### src/rtl/uart_pkg.sv
// Shared state encoding and configuration limits for the UART transceiver.
// The optional parity bit is selected by the UART_PARITY_EN macro in uart_xcvr.
package uart_pkg;

  typedef enum logic [2:0] {
    ST_IDLE,
    ST_START,
    ST_DATA,
    ST_PARITY,
    ST_STOP
  } uart_state_t;

  localparam int MIN_DATA_BITS = 5;
  localparam int MAX_DATA_BITS = 9;
  localparam int MIN_STOP_BITS = 1;
  localparam int MAX_STOP_BITS = 2;
  localparam int MIN_DIV       = 4;

  function automatic bit uart_cfg_ok(int data_bits, int stop_bits, int div);
    return (data_bits >= MIN_DATA_BITS) && (data_bits <= MAX_DATA_BITS) &&
           (stop_bits >= MIN_STOP_BITS) && (stop_bits <= MAX_STOP_BITS) &&
           (div >= MIN_DIV);
  endfunction

endpackage

### src/rtl/uart_baud_cnt.sv
// Bit-period counter running 0..DIV-1; tick marks the last cycle of a bit,
// half_tick marks the mid-bit cycle. restart forces the count back to 0.
module uart_baud_cnt #(
  parameter int DIV = 104
) (
  input  logic clk,
  input  logic rst,
  input  logic restart,
  output logic tick,
  output logic half_tick
);

  localparam int CW = $clog2(DIV);
  localparam logic [CW-1:0] LAST = CW'(DIV - 1);
  localparam logic [CW-1:0] HALF = CW'(DIV / 2 - 1);

  logic [CW-1:0] cnt;

  always_ff @(posedge clk) begin
    if (rst || restart) begin
      cnt <= '0;
    end else if (cnt == LAST) begin
      cnt <= '0;
    end else begin
      cnt <= cnt + 1'b1;
    end
  end

  assign tick      = (cnt == LAST);
  assign half_tick = (cnt == HALF);

endmodule

### src/rtl/uart_xcvr.sv
// Single-clock UART transmitter + receiver with independent bit timing.
// Define UART_PARITY_EN to add an even parity bit after the data bits.
module uart_xcvr
  import uart_pkg::*;
#(
  parameter int CLK_FREQ  = 1000000,
  parameter int BAUD_RATE = 9600,
  parameter int DATA_BITS = 8,
  parameter int STOP_BITS = 1
) (
  input  logic                 clk,
  input  logic                 rst,
  input  logic                 tx_valid,
  input  logic [DATA_BITS-1:0] tx_data,
  output logic                 tx_ready,
  output logic                 tx,
  input  logic                 rx,
  output logic                 rx_valid,
  output logic [DATA_BITS-1:0] rx_data,
  output logic                 frame_err,
  output logic                 parity_err
);

  localparam int DIV = CLK_FREQ / BAUD_RATE;
  localparam logic [3:0] LAST_BIT  = 4'(DATA_BITS - 1);
  localparam logic       LAST_STOP = 1'(STOP_BITS - 1);
`ifdef UART_PARITY_EN
  localparam uart_state_t AFTER_DATA = ST_PARITY;
`else
  localparam uart_state_t AFTER_DATA = ST_STOP;
`endif

  if (!uart_cfg_ok(DATA_BITS, STOP_BITS, DIV)) begin : g_cfg_err
    $error("uart_xcvr: illegal DATA_BITS, STOP_BITS or baud divisor");
  end

  // ---------------- transmitter ----------------
  // Handshake: a word is taken on any clk edge where tx_valid && tx_ready.
  uart_state_t          tx_state, tx_state_n;
  logic                 tx_tick, tx_half_unused, tx_accept, tx_last_stop;
  logic [DATA_BITS-1:0] tx_shreg;
  logic [3:0]           tx_bit_idx;
  logic                 tx_stop_idx;
  logic                 tx_par;

  uart_baud_cnt #(.DIV(DIV)) u_tx_cnt (
    .clk       (clk),
    .rst       (rst),
    .restart   (tx_state == ST_IDLE),
    .tick      (tx_tick),
    .half_tick (tx_half_unused)
  );

  // Ready returns in the final stop-bit cycle so a waiting word follows with no gap.
  assign tx_last_stop = (tx_state == ST_STOP) && tx_tick && (tx_stop_idx == LAST_STOP);
  assign tx_ready     = !rst && ((tx_state == ST_IDLE) || tx_last_stop);
  assign tx_accept    = tx_valid && tx_ready;

  always_ff @(posedge clk) begin
    if (rst) tx_state <= ST_IDLE;
    else     tx_state <= tx_state_n;
  end

  always_comb begin
    tx_state_n = tx_state;
    case (tx_state)
      ST_IDLE:   if (tx_accept) tx_state_n = ST_START;
      ST_START:  if (tx_tick) tx_state_n = ST_DATA;
      ST_DATA:   if (tx_tick && (tx_bit_idx == LAST_BIT)) tx_state_n = AFTER_DATA;
      ST_PARITY: if (tx_tick) tx_state_n = ST_STOP;
      ST_STOP:   if (tx_last_stop) tx_state_n = tx_accept ? ST_START : ST_IDLE;
      default:   tx_state_n = ST_IDLE;
    endcase
  end

  always_ff @(posedge clk) begin
    if (rst) begin
      tx_shreg    <= '0;
      tx_bit_idx  <= '0;
      tx_stop_idx <= 1'b0;
      tx_par      <= 1'b0;
    end else if (tx_accept) begin
      tx_shreg    <= tx_data;
      tx_par      <= ^tx_data;
      tx_bit_idx  <= '0;
      tx_stop_idx <= 1'b0;
    end else if (tx_tick) begin
      if (tx_state == ST_DATA) begin
        tx_shreg   <= tx_shreg >> 1;
        tx_bit_idx <= tx_bit_idx + 1'b1;
      end
      if (tx_state == ST_STOP) tx_stop_idx <= ~tx_stop_idx;
    end
  end

  always_comb begin
    tx = 1'b1;
    case (tx_state)
      ST_START:  tx = 1'b0;
      ST_DATA:   tx = tx_shreg[0];
      ST_PARITY: tx = tx_par;
      default:   tx = 1'b1;
    endcase
  end

  // ---------------- receiver ----------------
  uart_state_t          rx_state, rx_state_n;
  logic                 rx_s1, rx_s2, rx_prev, rx_fall;
  logic                 rx_tick, rx_half;
  logic [3:0]           rx_bit_idx;
  logic [DATA_BITS-1:0] rx_shreg;

  uart_baud_cnt #(.DIV(DIV)) u_rx_cnt (
    .clk       (clk),
    .rst       (rst),
    .restart   ((rx_state == ST_IDLE) || ((rx_state == ST_START) && rx_half)),
    .tick      (rx_tick),
    .half_tick (rx_half)
  );

  assign rx_fall = rx_prev && !rx_s2;

  always_ff @(posedge clk) begin
    if (rst) rx_state <= ST_IDLE;
    else     rx_state <= rx_state_n;
  end

  // The START half-bit sample re-centres the counter, so later ticks land mid-bit.
  always_comb begin
    rx_state_n = rx_state;
    case (rx_state)
      ST_IDLE:   if (rx_fall) rx_state_n = ST_START;
      ST_START:  if (rx_half) rx_state_n = rx_s2 ? ST_IDLE : ST_DATA;
      ST_DATA:   if (rx_tick && (rx_bit_idx == LAST_BIT)) rx_state_n = AFTER_DATA;
      ST_PARITY: if (rx_tick) rx_state_n = ST_STOP;
      ST_STOP:   if (rx_tick) rx_state_n = ST_IDLE;
      default:   rx_state_n = ST_IDLE;
    endcase
  end

`ifdef UART_PARITY_EN
  logic rx_par;

  always_ff @(posedge clk) begin
    if (rst) begin
      rx_par     <= 1'b0;
      parity_err <= 1'b0;
    end else begin
      if ((rx_state == ST_PARITY) && rx_tick) rx_par <= rx_s2;
      if ((rx_state == ST_STOP) && rx_tick) parity_err <= rx_par ^ (^rx_shreg);
    end
  end
`else
  assign parity_err = 1'b0;
`endif

  always_ff @(posedge clk) begin
    if (rst) begin
      rx_s1      <= 1'b1;
      rx_s2      <= 1'b1;
      rx_prev    <= 1'b1;
      rx_bit_idx <= '0;
      rx_shreg   <= '0;
      rx_valid   <= 1'b0;
      rx_data    <= '0;
      frame_err  <= 1'b0;
    end else begin
      rx_s1    <= rx;
      rx_s2    <= rx_s1;
      rx_prev  <= rx_s2;
      rx_valid <= 1'b0;
      if (rx_state == ST_START) rx_bit_idx <= '0;
      if ((rx_state == ST_DATA) && rx_tick) begin
        rx_shreg   <= {rx_s2, rx_shreg[DATA_BITS-1:1]};
        rx_bit_idx <= rx_bit_idx + 1'b1;
      end
      if ((rx_state == ST_STOP) && rx_tick) begin
        rx_data   <= rx_shreg;
        rx_valid  <= 1'b1;
        frame_err <= !rx_s2;
      end
    end
  end

endmodule

### config.mk
export PLATFORM = sky130hd
export DESIGN_NAME = uart_xcvr
export DESIGN_NICKNAME = d
export VERILOG_FILES = /design/src/rtl/uart_pkg.sv /design/src/rtl/uart_baud_cnt.sv /design/src/rtl/uart_xcvr.sv
export SDC_FILE = /design/constraint.sdc
export NUM_CORES = 1
export LEC_CHECK = 0
export ABC_AREA = 1
export BUFFER_PORTS_ARGS = -buffer_cell sky130_fd_sc_hd__buf_2
export CORE_MARGIN = 5
export CORE_UTILIZATION = 52
export CTS_CLUSTER_DIAMETER = 120
export CTS_CLUSTER_SIZE = 25
export DETAILED_ROUTE_END_ITERATION = 7
export PLACE_DENSITY = 0.81
export RECOVER_POWER = 50
export SETUP_SLACK_MARGIN = 0.05
export SLEW_MARGIN = 20
export SYNTH_ARGS = -nofsm -noshare
export SYNTH_HDL_FRONTEND = slang
export SYNTH_SLANG_ARGS = --single-unit
### constraint.sdc
create_clock -name clk -period 1.56 [get_ports clk]
set_input_delay 0.078 -clock clk [delete_from_list [all_inputs] [get_ports clk]]
set_output_delay 0.078 -clock clk [all_outputs]
set_load 0.1 [all_outputs]
Yosys cells after proc, flatten, opt, wreduce, memory -nomap -nowiden
Index checks and enable logic that the tools add are counted.

storage, ports and cells
  register bits after elaboration = 59
  bits of input ports = 12
  output and inout bits = 13
  logic and storage cells = 95

operators by class
  $add $sub $neg = 4
  equal/unequal tests = 23
  multiplexer cells = 21
  bitwise operators = 1
  reductions and logical operators = 30

operators by type and width
  cell                                                                    number
  3-bit two-way mux                                                       10
  3-bit case mux with 5 select lines                                      2
  8-bit two-way mux                                                       3
  2-bit inequality test (second input constant)                           10
  7-bit by 1-bit adder with 7-bit output (second input constant)          2
  7-bit equality test (second input constant)                             2
  3-bit by 2-bit equality test with 1-bit output (second input constant)  4
  1-bit logical AND                                                       10
  5-bit AND reduction                                                     2
  4-bit by 1-bit adder with 4-bit output (second input constant)          2
  4-bit by 3-bit equality test with 1-bit output (second input constant)  2
  4-bit two-way mux                                                       2
  8-bit parity                                                            1
  7-bit by 6-bit equality test with 1-bit output (second input constant)  1
  3-bit by 1-bit equality test with 1-bit output (second input constant)  2
  3-bit equality test (second input constant)                             2
  3-bit logical NOT                                                       2
  2-bit AND reduction                                                     3
  2-bit nonzero test                                                      3
  2-bit OR reduction                                                      3
  1-bit logical OR                                                        4
  1-bit case mux with 3 select lines                                      1
  1-bit logical NOT                                                       2
  1-bit two-way mux                                                       2
  other kinds (2)                                                         2

Depth between registers and ports, before layout
Gate-level depths: netlist of run 1.

  depth in word-level cells = 9
  gate-level depth with buffers = 10

By module
A second synthesis of run 1 with hierarchy kept.

unflattened totals
  cells, all modules = 388
  area total of the unflattened synthesis = 2,851.5 um2

by module, submodules not included
  module         instances  cells an instance  area an instance (um2)  seq. area each (um2)
  uart_xcvr      1          294                2,135.8                 900.9
  uart_baud_cnt  2          47                 357.8                   140.1

Worst setup path before layout of run 1
Ideal clock, no wire load.

  kind = register to output
  start = register u_tx_cnt.cnt[0]
  end = output tx_ready
  arrival = 2.371 ns
  data required time = 1.482 ns
  slack = -0.889 ns
  stages on the path, launching flop included = 6
  path buffers = 0
  path through = dfxtp_1 ha_1 nand3_2 nor2_4 nand3_4 a21oi_1

on the way
  word-level cells in the longest chain between the ends = 5

ends and longest elaborated chain
  what                             RTL line             RTL
  start: declaration               uart_baud_cnt.sv:17  logic [CW-1:0] cnt;
  start signal: assignment         uart_baud_cnt.sv:25  cnt <= cnt + 1'b1;
  7-bit equality test              uart_baud_cnt.sv:29  assign tick = (cnt == LAST);
  1-bit logical AND (2 in series)  uart_xcvr.sv:55      assign tx_last_stop = (tx_state == ST_STOP) && tx_tick && (tx_stop_idx == LAST_STOP);
  1-bit logical OR                 uart_xcvr.sv:56      assign tx_ready = !rst && ((tx_state == ST_IDLE) || tx_last_stop);
  1-bit logical AND                uart_xcvr.sv:56
  end: declaration                 uart_xcvr.sv:15      output logic tx_ready,

No other way between the ends.

Final worst setup path of run 1
  start = register u_tx_cnt.cnt[1]
  end = output tx_ready

Same word-level chain as after synthesis.

==> results.toml, run 1 <==
[critical_path]
r2r-start = "u_rx_cnt.cnt[1]$_SDFF_PP0_"
cp.arrival_ps = 1530
cp.required_ps = 1480
reg2regPathDepth = 8
end_kind = "output port"
worstSetupPathType = "reg -> out"
cp_max_fo = 3
regToRegSetupSlack_ps = 0
critPathLaunchType = "register"
r2r-end = "rx_bit_idx[0]$_SDFFE_PP0P_"

[logic_synthesis]
synth_compound_area_share_pct = 11.3
yosysTopAreaCell = "dfxtp_1"
synth_xor_area_share_pct = 4.26
synth_top_family_by_area = "simple AND/OR/NAND/NOR gates"
postSynthCellCount = 355
yosys-top-cells-area = "dfxtp_1, nand2_1, nor2_1"
syn_area_sq_mm = 0.00267
yosysSeqAreaShare_pct = 44.2
avgSynthCellArea_sq_um = 7.52
synth_seq_cells = 59
muxShareOfSynthArea_pct = 0
syn-num-nets = 371
yosys.area_share.simple_pct = 30.8
synth_fa_ha_area_share_pct = 1.87
ys_types = 35
yosysWarnings = 0
synth_top_area_share_pct = 44.2

[final_layout]
final.fill_count = 367
area_growth_pct = 29.4
n_antenna_cell = 0
multiInputGateArea_sq_mm = 0.00143
drive_gt1_share_pct = 28.7
finalNetCount = 423
final_cell_mix = "nand2_1, nor2_1, dfxtp_1"
final_common_cell = "nand2_1"
seqCellArea_sq_mm = 0.00119

[grt]
antenna_found_initial = 0
grt_overflow = 0
track_usage_pct = 18.6
grt_pass1_wl_mm = 9.52
grt_max_degree = 21
grt_pass1_vias = 2260

[clock_network]
cts_buffers = 9
cts_tree = "built"
worstSkewPairLatency_ps = 340
cts_sinks = 59
clkSlewWorstSetupHoldPaths_ps = 60
clockBufferDepth = 2
root_buffer = "clkbuf_8"
htree_levels = 3

[timing]
timing.final.ws_setup_ps = -50.9
finalHoldViolations = 0
finalSetupViolCount = 2
finalCritPeriodShare_pct = 103
skew_ps = 9.28
slew_viol_final = 0
fmax_mhz = 621
tightest_slew_ps = 905
finalCriticalPeriod_ps = 1610
slew_headroom_pct = 39.7
rsz0062_at_grt = "true"
setup_tns_ps = -54.8

[floorplanning]
ios = 25
fp.dieH_microns = 81.7
die_area_sq_mm = 0.00667
die_w_microns = 81.7
fp.coreArea_sq_mm = 0.00504
rows = 26
start_util_pct = 53.0

[worst_hold_path]
hold-path-endpoint = "tx_shreg[7]$_SDFFE_PP0P_"
hold_depth = 3
min-delay-start = "tx_data[7]"
hold_path_class = "in -> reg"

[routing]
avgRoutedWirePerCell_microns = 11.6
vias = 2436
firstDrtPassIters = 4
routed_via_density = 5.06
first_iter_violations = 107
drc = 0
ant_nets = 0
wl_mm = 5.57

[power_and_ir_drop]
cellPowerDensity_mw_per_mm2 = 1010
finalPower_mw = 3.50
p_leak_nw = 1.44
vdd_ir_drop_max_mv = 0.791

[run]
max_cap_viol_count = 0

[outcome]
run_status = "complete, but fails checks"
violations = "setup timing"

[placement]
globalplace.congestion = 0.827
port_buffers = 23
place_hpwl_mm = 3.69
-- Yosys cell counts (all sizes together) --
cell type	n
o21ai	28
xor2	4
a211oi	1
ha	4
o21bai	1
or2	2
a21boi	1
nor3	11
nor2	61
nor3b	3
buf	5
nand4	11
xnor2	9
inv	35
nand2	63
conb	1
dfxtp	59
clkinv	1
nand3	24
a211o	1
clkbuf	6
a21oi	24
-- how the worst max path moves through the flow --
stage | from | to | slack (ps) | depth (start not counted)
after floorplan | u_tx_cnt.cnt[0]$_SDFF_PP0_ | tx_ready | 50 | 5
after global placement | u_rx_cnt.cnt[1]$_SDFF_PP0_ | rx_shreg[4]$_SDFFE_PP0P_ | 40 | 8
after detailed placement | u_tx_cnt.cnt[0]$_SDFF_PP0_ | tx_shreg[4]$_SDFFE_PP0P_ | -40 | 10
after CTS | u_tx_cnt.cnt[0]$_SDFF_PP0_ | tx_ready | -50 | 6
after global routing | u_tx_cnt.cnt[0]$_SDFF_PP0_ | tx_ready | -130 | 6
final | u_tx_cnt.cnt[1]$_SDFF_PP0_ | tx_ready | -50 | 6
-- cell type report --
class / count / share of cell area (%)
clock inverter: 5 / 2.24
inverter: 36 / 4.05
multi-input combinational: 249 / 41.4
sequential: 59 / 34.4
tap: 70 / 2.53
clock buffer: 10 / 3.98
timing repair buffer: 52 / 11.4
-- per-stage QoR --
stage          instances  setup slack (ps)  utilization, %  hold slack (ps)  cell area [sq um]
3_3_place_gp         454              35.7            59.5              267               3000
5_1_grt              481              -127            68.6             9.33               3460
3_5_place_dp         454             -35.4            59.5              266               3000
4_1_cts              474             -47.0            65.5             19.1               3300
2_1_floorplan        355              52.0               -              182               2690
6_report             481             -50.9            68.6             28.8               3460
-- registers in the layout, indices dropped and copies added (netlist names), 3 cells and up --
signal        count
rx_shreg          8
u_rx_cnt.cnt      7
tx_state          3
tx_shreg          8
rx_data           8
rx_bit_idx        4
rx_state          3
u_tx_cnt.cnt      7
tx_bit_idx        4
-- worst max-delay path, cell delays in order, from the launching register on --
cell,delay (ps)
dfxtp_2,350
ha_4,150
nand3_4,70
nor2_4,130
nand3_4,110
a21oi_4,200
buf_12,190
-- where the power goes --
part | leakage [nW] | total (mW) | switching, mW | internal (mW)
Combinational | 0.847 | 0.429 | 0.262 | 0.167
Sequential | 0.480 | 1.57 | 0.0274 | 1.55
Clock | 0.108 | 1.50 | 0.568 | 0.927
-- routing by layer --
metal	part of all wire, %	vias to the layer above	global-route usage (%)
met5	0	-	0
met4	2.4	0	8.64
met3	5.0	14	7.46
met2	51	52	30.9
met1	41	1111	20.7
li1	-	1259	-
-- repair_timing --
action / CTS / global route
gates resized for setup: 13 / 43
pin swaps: 7 / 18
setup endpoints to repair: 34 / 44
buffers inserted: 4 / 7
hold buffers: 1 / 0
hold endpoints to repair: 1 / 0
-- logic make-up (layout without fill, tap and decap cells) --
family,Yosys count,after routing
flip-flops,59,59
AND/OR/NAND/NOR,175,175
XOR/XNOR,13,13
adder cells (fa/ha/maj),4,4
other,1,1
buffers and inverters,47,103
AO/OA/AOI/OAI,56,56
Note: power is estimated with default switching activity, not from simulation.
==> inputs of run 2 (changes only) <==
Settings changed: ABC_AREA 1 to default, HOLD_SLACK_MARGIN from default to 0.12.
==> run 2 against run 1 <==
  * Global-route usage increased by 5.2 points
  * Sequential cell count unchanged
  * Critical path depth is the same
  * Via count up 2.4%
  * Maximum frequency shrank 13%
  * First-iteration DRC count grew 91%
  * Largest power group is now clock
  * The run still ends with setup timing left
  * Design area grew 13%
  * Wire length rose by 40%
==> results.toml, run 2 <==
[logic_synthesis]
yosysMostFrequentCell = "dfxtp_1"
yosysSeqAreaShare_pct = 45.1
synth_edf_count = 0
yosysWarnings = 0
synth_fa_ha_area_share_pct = 1.91
postSynthCellCount = 288
synth_seq_cells = 59
avgSynthCellArea_sq_um = 9.10
ys_top_cells_by_count = "dfxtp_1, nor2_1, nand2_1"
muxShareOfSynthArea_pct = 3.82
synth_compound_area_share_pct = 13.6
synth_top_area_share_pct = 45.1
yosys-top-cells-area = "dfxtp_1, nor2_1, a21oi_1"
yosysTopAreaCell = "dfxtp_1"
synth_top_family_by_area = "simple AND/OR/NAND/NOR gates"
ys_async_sr_fraction_pct = 0
ys_types = 50
ys.flop_type = "dfxtp_1"
synth_xor_area_share_pct = 6.35
yosys.area_share.simple_pct = 25.4
syn-num-nets = 304
syn_area_sq_mm = 0.00262

[clock_network]
htree_levels = 3
cts_buffers = 9
clkSlewWorstSetupHoldPaths_ps = 60
root_buffer = "clkbuf_8"
cts_sinks = 59
cts_tree = "built"
clockBufferDepth = 2
worstSkewPairLatency_ps = 340

[critical_path]
end_kind = "output port"
regToRegSetupSlack_ps = -250
cp.buffers_inverters = 2
r2r-end = "tx_bit_idx[3]$_SDFFE_PP0P_"
crit_family = "buffers and inverters"
critPathLaunchType = "register"
crit_chain = "ha_4 > nand3_4 > o41ai_4 > buf_4 > nor3b_4 > buf_12"
slowest_delay_ps = 350
cp.arrival_ps = 1770
worstSetupPathType = "reg -> out"
cp_max_fo = 2
r2r-start = "u_tx_cnt.cnt[1]$_SDFF_PP0_"
slowest_stage = "dfxtp_2"
reg2regPathDepth = 9
cp.required_ps = 1480

[placement]
place_hpwl_mm = 4.03
globalplace.congestion = 0.925
post-place-ws_ps = -119
port_buffers = 23

[final_layout]
final_cell_mix = "dfxtp_1, buf_4, nor2_1"
final.fill_count = 273
top_regs = "rx_data (8), rx_shreg (8), tx_shreg (8)"
final_common_cell = "dfxtp_1"
area_growth_pct = 48.5
finalNetCount = 388
drive_gt1_share_pct = 44.0
fin_util_pct = 80.8

[timing]
fmax_mhz = 543
hold_ws_ps = 126
finalCritPeriodShare_pct = 118
timing.final.ws_setup_ps = -283
finalCriticalPeriod_ps = 1840
slew_headroom_pct = 63.8
finalHoldViolations = 0
rsz0062_at_grt = "true"
skew_ps = 6.70
slew_viol_final = 0
tightest_slew_ps = 546
finalSetupViolCount = 41

[floorplanning]
fp.dieH_microns = 81.0
rows = 25
die_area_sq_mm = 0.00656
die_w_microns = 81.0
fp.coreArea_sq_mm = 0.00482
ios = 25
start_util_pct = 54.4

[routing]
routed_via_density = 5.61
firstDrtPassIters = 4
vias = 2495
first_iter_violations = 204
avgRoutedWirePerCell_microns = 17.5
wl_mm = 7.78
ant_nets = 0
drc = 0

[grt]
grt_pass1_wl_mm = 11.7
grt_overflow = 0
grt_max_degree = 32
antenna_found_initial = 0
grt_pass1_vias = 2447
track_usage_pct = 23.7

[outcome]
run_status = "complete, but fails checks"
violations = "setup timing"

[worst_hold_path]
hold_depth = 3
hold-path-endpoint = "u_rx_cnt.cnt[1]$_SDFF_PP0_"
hold_path_class = "in -> reg"
min-delay-start = "rst"

[power_and_ir_drop]
p_leak_nw = 1.55
vdd_ir_drop_max_mv = 0.925
cellPowerDensity_mw_per_mm2 = 893

[run]
max_cap_viol_count = 0
==> run 2: cell type report <==
type / count / area, sq um / share of cell area (%)
multi-input combinational: 213 / 1640 / 42.1
sequential: 59 / 1200 / 30.9
timing repair buffer: 86 / 718 / 18.5
clock buffer: 12 / 166 / 4.28
tap: 67 / 83.8 / 2.15
clock inverter: 4 / 70.1 / 1.80
inverter: 3 / 11.3 / 0.289
antenna: 1 / 2.50 / 0.0643
==> run 2: per-layer routing <==
metal	GRT usage [%]	wire, microns
met1	25.3	3060
met2	42.9	4120
met3	5.76	349
met4	12.5	255
met5	0	0
==> run 2: cells by family (layout without fill, tap and decap cells) <==
family,after synthesis,count (layout)
simple gates,125,126
flops,59,59
compound gates,53,53
xor+xnor,19,19
buf+inv,17,105
mux,10,10
fa+ha+maj,4,4
other cells,1,2
==> run 2: worst max-delay path by stage <==
stage / start / end / slack [ps] / cells past startpoint
2_1_floorplan: u_tx_cnt.cnt[0]$_SDFF_PP0_ / tx_ready / -310 / 4
3_3_place_gp: u_rx_cnt.cnt[1]$_SDFF_PP0_ / rx_state[2]$_SDFFE_PP0P_ / -70 / 6
3_5_place_dp: rx_state[1]$_SDFFE_PP0P_ / rx_state[1]$_SDFFE_PP0P_ / -120 / 5
4_1_cts: u_tx_cnt.cnt[1]$_SDFF_PP0_ / tx_ready / -260 / 6
5_1_grt: u_tx_cnt.cnt[1]$_SDFF_PP0_ / tx_ready / -350 / 6
6_report: u_tx_cnt.cnt[1]$_SDFF_PP0_ / tx_ready / -280 / 6
==> run 2: worst reg2reg max path: stages, from the launching register on <==
cell and delay, ps:
dfxtp_2 350, ha_4 150, nand3_4 90, buf_4 150, buf_6 120, nor4_4 260
buf_6 180, nand4_1 130, xor2_1 170, nor3_1 140
==> run 2: per-stage QoR <==
step	TNS, ps	total power [mW]	instances	area, sq um
after detailed placement	-651	1.81	402	3150
final	-4260	3.48	445	3890
after CTS	-1330	3.46	439	3710
after global placement	-149	1.80	402	3150
after global routing	-6800	3.58	444	3890
after floorplan	-415	1.73	288	2740
==> run 2: where the power goes <==
| group | total (mW) | switching [mW] | internal (mW) |
|---|---|---|---|
| combinational | 0.279 | 0.159 | 0.120 |
| clock | 1.65 | 0.615 | 1.04 |
| sequential | 1.55 | 0.0170 | 1.53 |
| total | 3.48 | 0.791 | 2.68 |
==> run 2: repair_timing <==
action	in CTS	in global routing
hold endpoints to repair	9	0
pin swaps	13	13
setup endpoints to repair	39	47
gates cloned	2	0
buffers inserted	10	5
resized for setup	37	33
hold buffers	9	0
==> inputs of run 3 (changes only) <==
Settings changed: ABC_AREA from default to 1, CELL_PAD_IN_SITES_DETAIL_PLACEMENT from default to 1, CELL_PAD_IN_SITES_GLOBAL_PLACEMENT from default to 1, CORE_UTILIZATION 52 to 39, PLACE_DENSITY 0.81 to 0.82.
==> run 3 against run 2 <==
  * The run still ends with setup timing left
  * Worst setup slack better by 81 ps
  * Sequential power hardly changed
  * Sequential share of layout area grew 0.088 points
  * Wire length up 34%
  * Maximum frequency up 4.6%
  * Count of clock-buffer cells in the layout fell by 3
  * Clock skew grew 13 ps
  * Clock power shrank 10%
  * Critical endpoint is now tx_shreg[1]$_SDFFE_PP0P_
  * Largest cell class unchanged
==> results.toml, run 3 (same netlist as run 1, synthesis figures left out) <==
[critical_path]
slowest_delay_ps = 360
worstSetupPathType = "reg -> reg"
crit_chain = "ha_4 > nand3_4 > nor2_4 > nand3_4 > buf_6 > nand2_4 > nand3_4 > clkbuf_16 > nand2_4 > nand2_2 > a21oi_2"
reg2regPathDepth = 11
r2r-start = "u_tx_cnt.cnt[1]$_SDFF_PP0_"
regToRegSetupSlack_ps = -200
cp.required_ps = 1840
cp_common_cell = "nand3_4"
cp.buffers_inverters = 2
cp_max_fo = 5
slowest_stage = "dfxtp_2"
crit_family = "simple AND/OR/NAND/NOR gates"
end_kind = "register"
cp.arrival_ps = 2040
r2r-end = "tx_shreg[1]$_SDFFE_PP0P_"
critPathLaunchType = "register"

[timing]
rsz0062_at_grt = "true"
timing.final.ws_setup_ps = -203
slew_viol_final = 0
finalHoldViolations = 0
finalCriticalPeriod_ps = 1760
skew_ps = 19.9
finalCritPeriodShare_pct = 113
hold_ws_ps = 168
fmax_mhz = 567
finalSetupViolCount = 29
slew_headroom_pct = 66.8
tightest_slew_ps = 494

[placement]
globalplace.congestion = 0.771
port_buffers = 23
place_hpwl_mm = 4.51

[final_layout]
finalNetCount = 437
final_cell_mix = "dfxtp_1, nand2_1, nor2_1"
area_growth_pct = 44.5
drive_gt1_share_pct = 40.1
final.fill_count = 784
n_antenna_cell = 0
final_common_cell = "dfxtp_1"
top_regs = "rx_data (8), rx_shreg (8), tx_shreg (8)"

[routing]
vias = 2788
wl_mm = 10.5
drc = 0
first_iter_violations = 136
ant_nets = 0
routed_via_density = 5.51
firstDrtPassIters = 4
avgRoutedWirePerCell_microns = 20.7

[floorplanning]
fp.coreArea_sq_mm = 0.00672
die_w_microns = 92.8
die_area_sq_mm = 0.00860
ios = 25
rows = 30
fp.dieH_microns = 92.8
start_util_pct = 39.8

[clock_network]
htree_levels = 3
cts_tree = "built"
worstSkewPairLatency_ps = 360
clkSlewWorstSetupHoldPaths_ps = 90
cts_buffers = 9
cts_sinks = 59
clockBufferDepth = 2
root_buffer = "clkbuf_8"

[power_and_ir_drop]
p_leak_nw = 1.58
finalPower_mw = 3.65
vdd_ir_drop_max_mv = 0.504
cellPowerDensity_mw_per_mm2 = 946

[grt]
grt_overflow = 0
grt_max_degree = 21
grt_pass1_wl_mm = 13.1
antenna_found_initial = 0
grt_pass1_vias = 2779
track_usage_pct = 19.2

[worst_hold_path]
hold-path-endpoint = "tx_shreg[6]$_SDFFE_PP0P_"
hold_path_class = "in -> reg"
hold_depth = 5
min-delay-start = "tx_data[6]"

[run]
max_cap_viol_count = 0

[outcome]
violations = "setup timing"
run_status = "complete, but fails checks"
[run 3: worst max-delay path by stage]
stage,depth (start not counted),slack (ps),endpoint,start
after detailed placement,8,-40,tx_bit_idx[3]$_SDFFE_PP0P_,u_tx_cnt.cnt[0]$_SDFF_PP0_
after global routing,11,-250,tx_shreg[1]$_SDFFE_PP0P_,u_tx_cnt.cnt[1]$_SDFF_PP0_
final,11,-200,tx_shreg[1]$_SDFFE_PP0P_,u_tx_cnt.cnt[1]$_SDFF_PP0_
after CTS,7,-110,tx_ready,u_tx_cnt.cnt[0]$_SDFF_PP0_
after global placement,8,40,rx_shreg[4]$_SDFFE_PP0P_,u_rx_cnt.cnt[1]$_SDFF_PP0_
after floorplan,5,50,tx_ready,u_tx_cnt.cnt[0]$_SDFF_PP0_
[run 3: final cells by class]
cell class	count	area (sq um)	area share, %
Clock buffer	9	124	3.21
Clock inverter	7	77.6	2.01
Inverter	36	155	4.02
Multi-Input combinational cell	249	1630	42.1
Sequential cell	59	1190	31.0
Tap cell	80	100	2.59
Timing Repair Buffer	66	583	15.1
[run 3: timing repair]
action	CTS	global route
cloned	2	2
resized for setup	17	102
setup endpoints to repair	37	46
hold endpoints to repair	4	0
pin swaps	7	26
buffers inserted	11	9
hold buffers	4	0
[run 3: worst reg2reg max path: stages (launching register included)]
cell       delay, ps
dfxtp_2          360
ha_4             160
nand3_4           70
nor2_4           130
nand3_4           90
buf_6            130
nand2_4           70
nand3_4          180
clkbuf_16        240
nand2_4           50
nand2_2           50
a21oi_2          160
[run 3: per-layer routing]
layer  track usage (%)  routed length (microns)
met5                 0                        0
met4              9.28                      406
met3              3.98                      340
met2              35.3                     5760
met1              20.8                     3950
[run 3: metrics by stage]
step / util (%) / cells / worst slack, ps / cell area [sq um] / TNS (ps)
finish: 57.4 / 506 / -203 / 3860 / -2520
global route: 57.4 / 506 / -253 / 3860 / -4950
CTS: 51.0 / 495 / -110 / 3430 / -777
global placement: 44.6 / 462 / 36.9 / 3000 / 0
floorplan: - / 355 / 52.0 / 2690 / 0
detailed placement: 44.6 / 462 / -35.6 / 3000 / -167
[run 3: power by group]
part	switching (mW)	internal [mW]
sequential	0.0327	1.55
combinational	0.368	0.229
clock	0.729	0.748
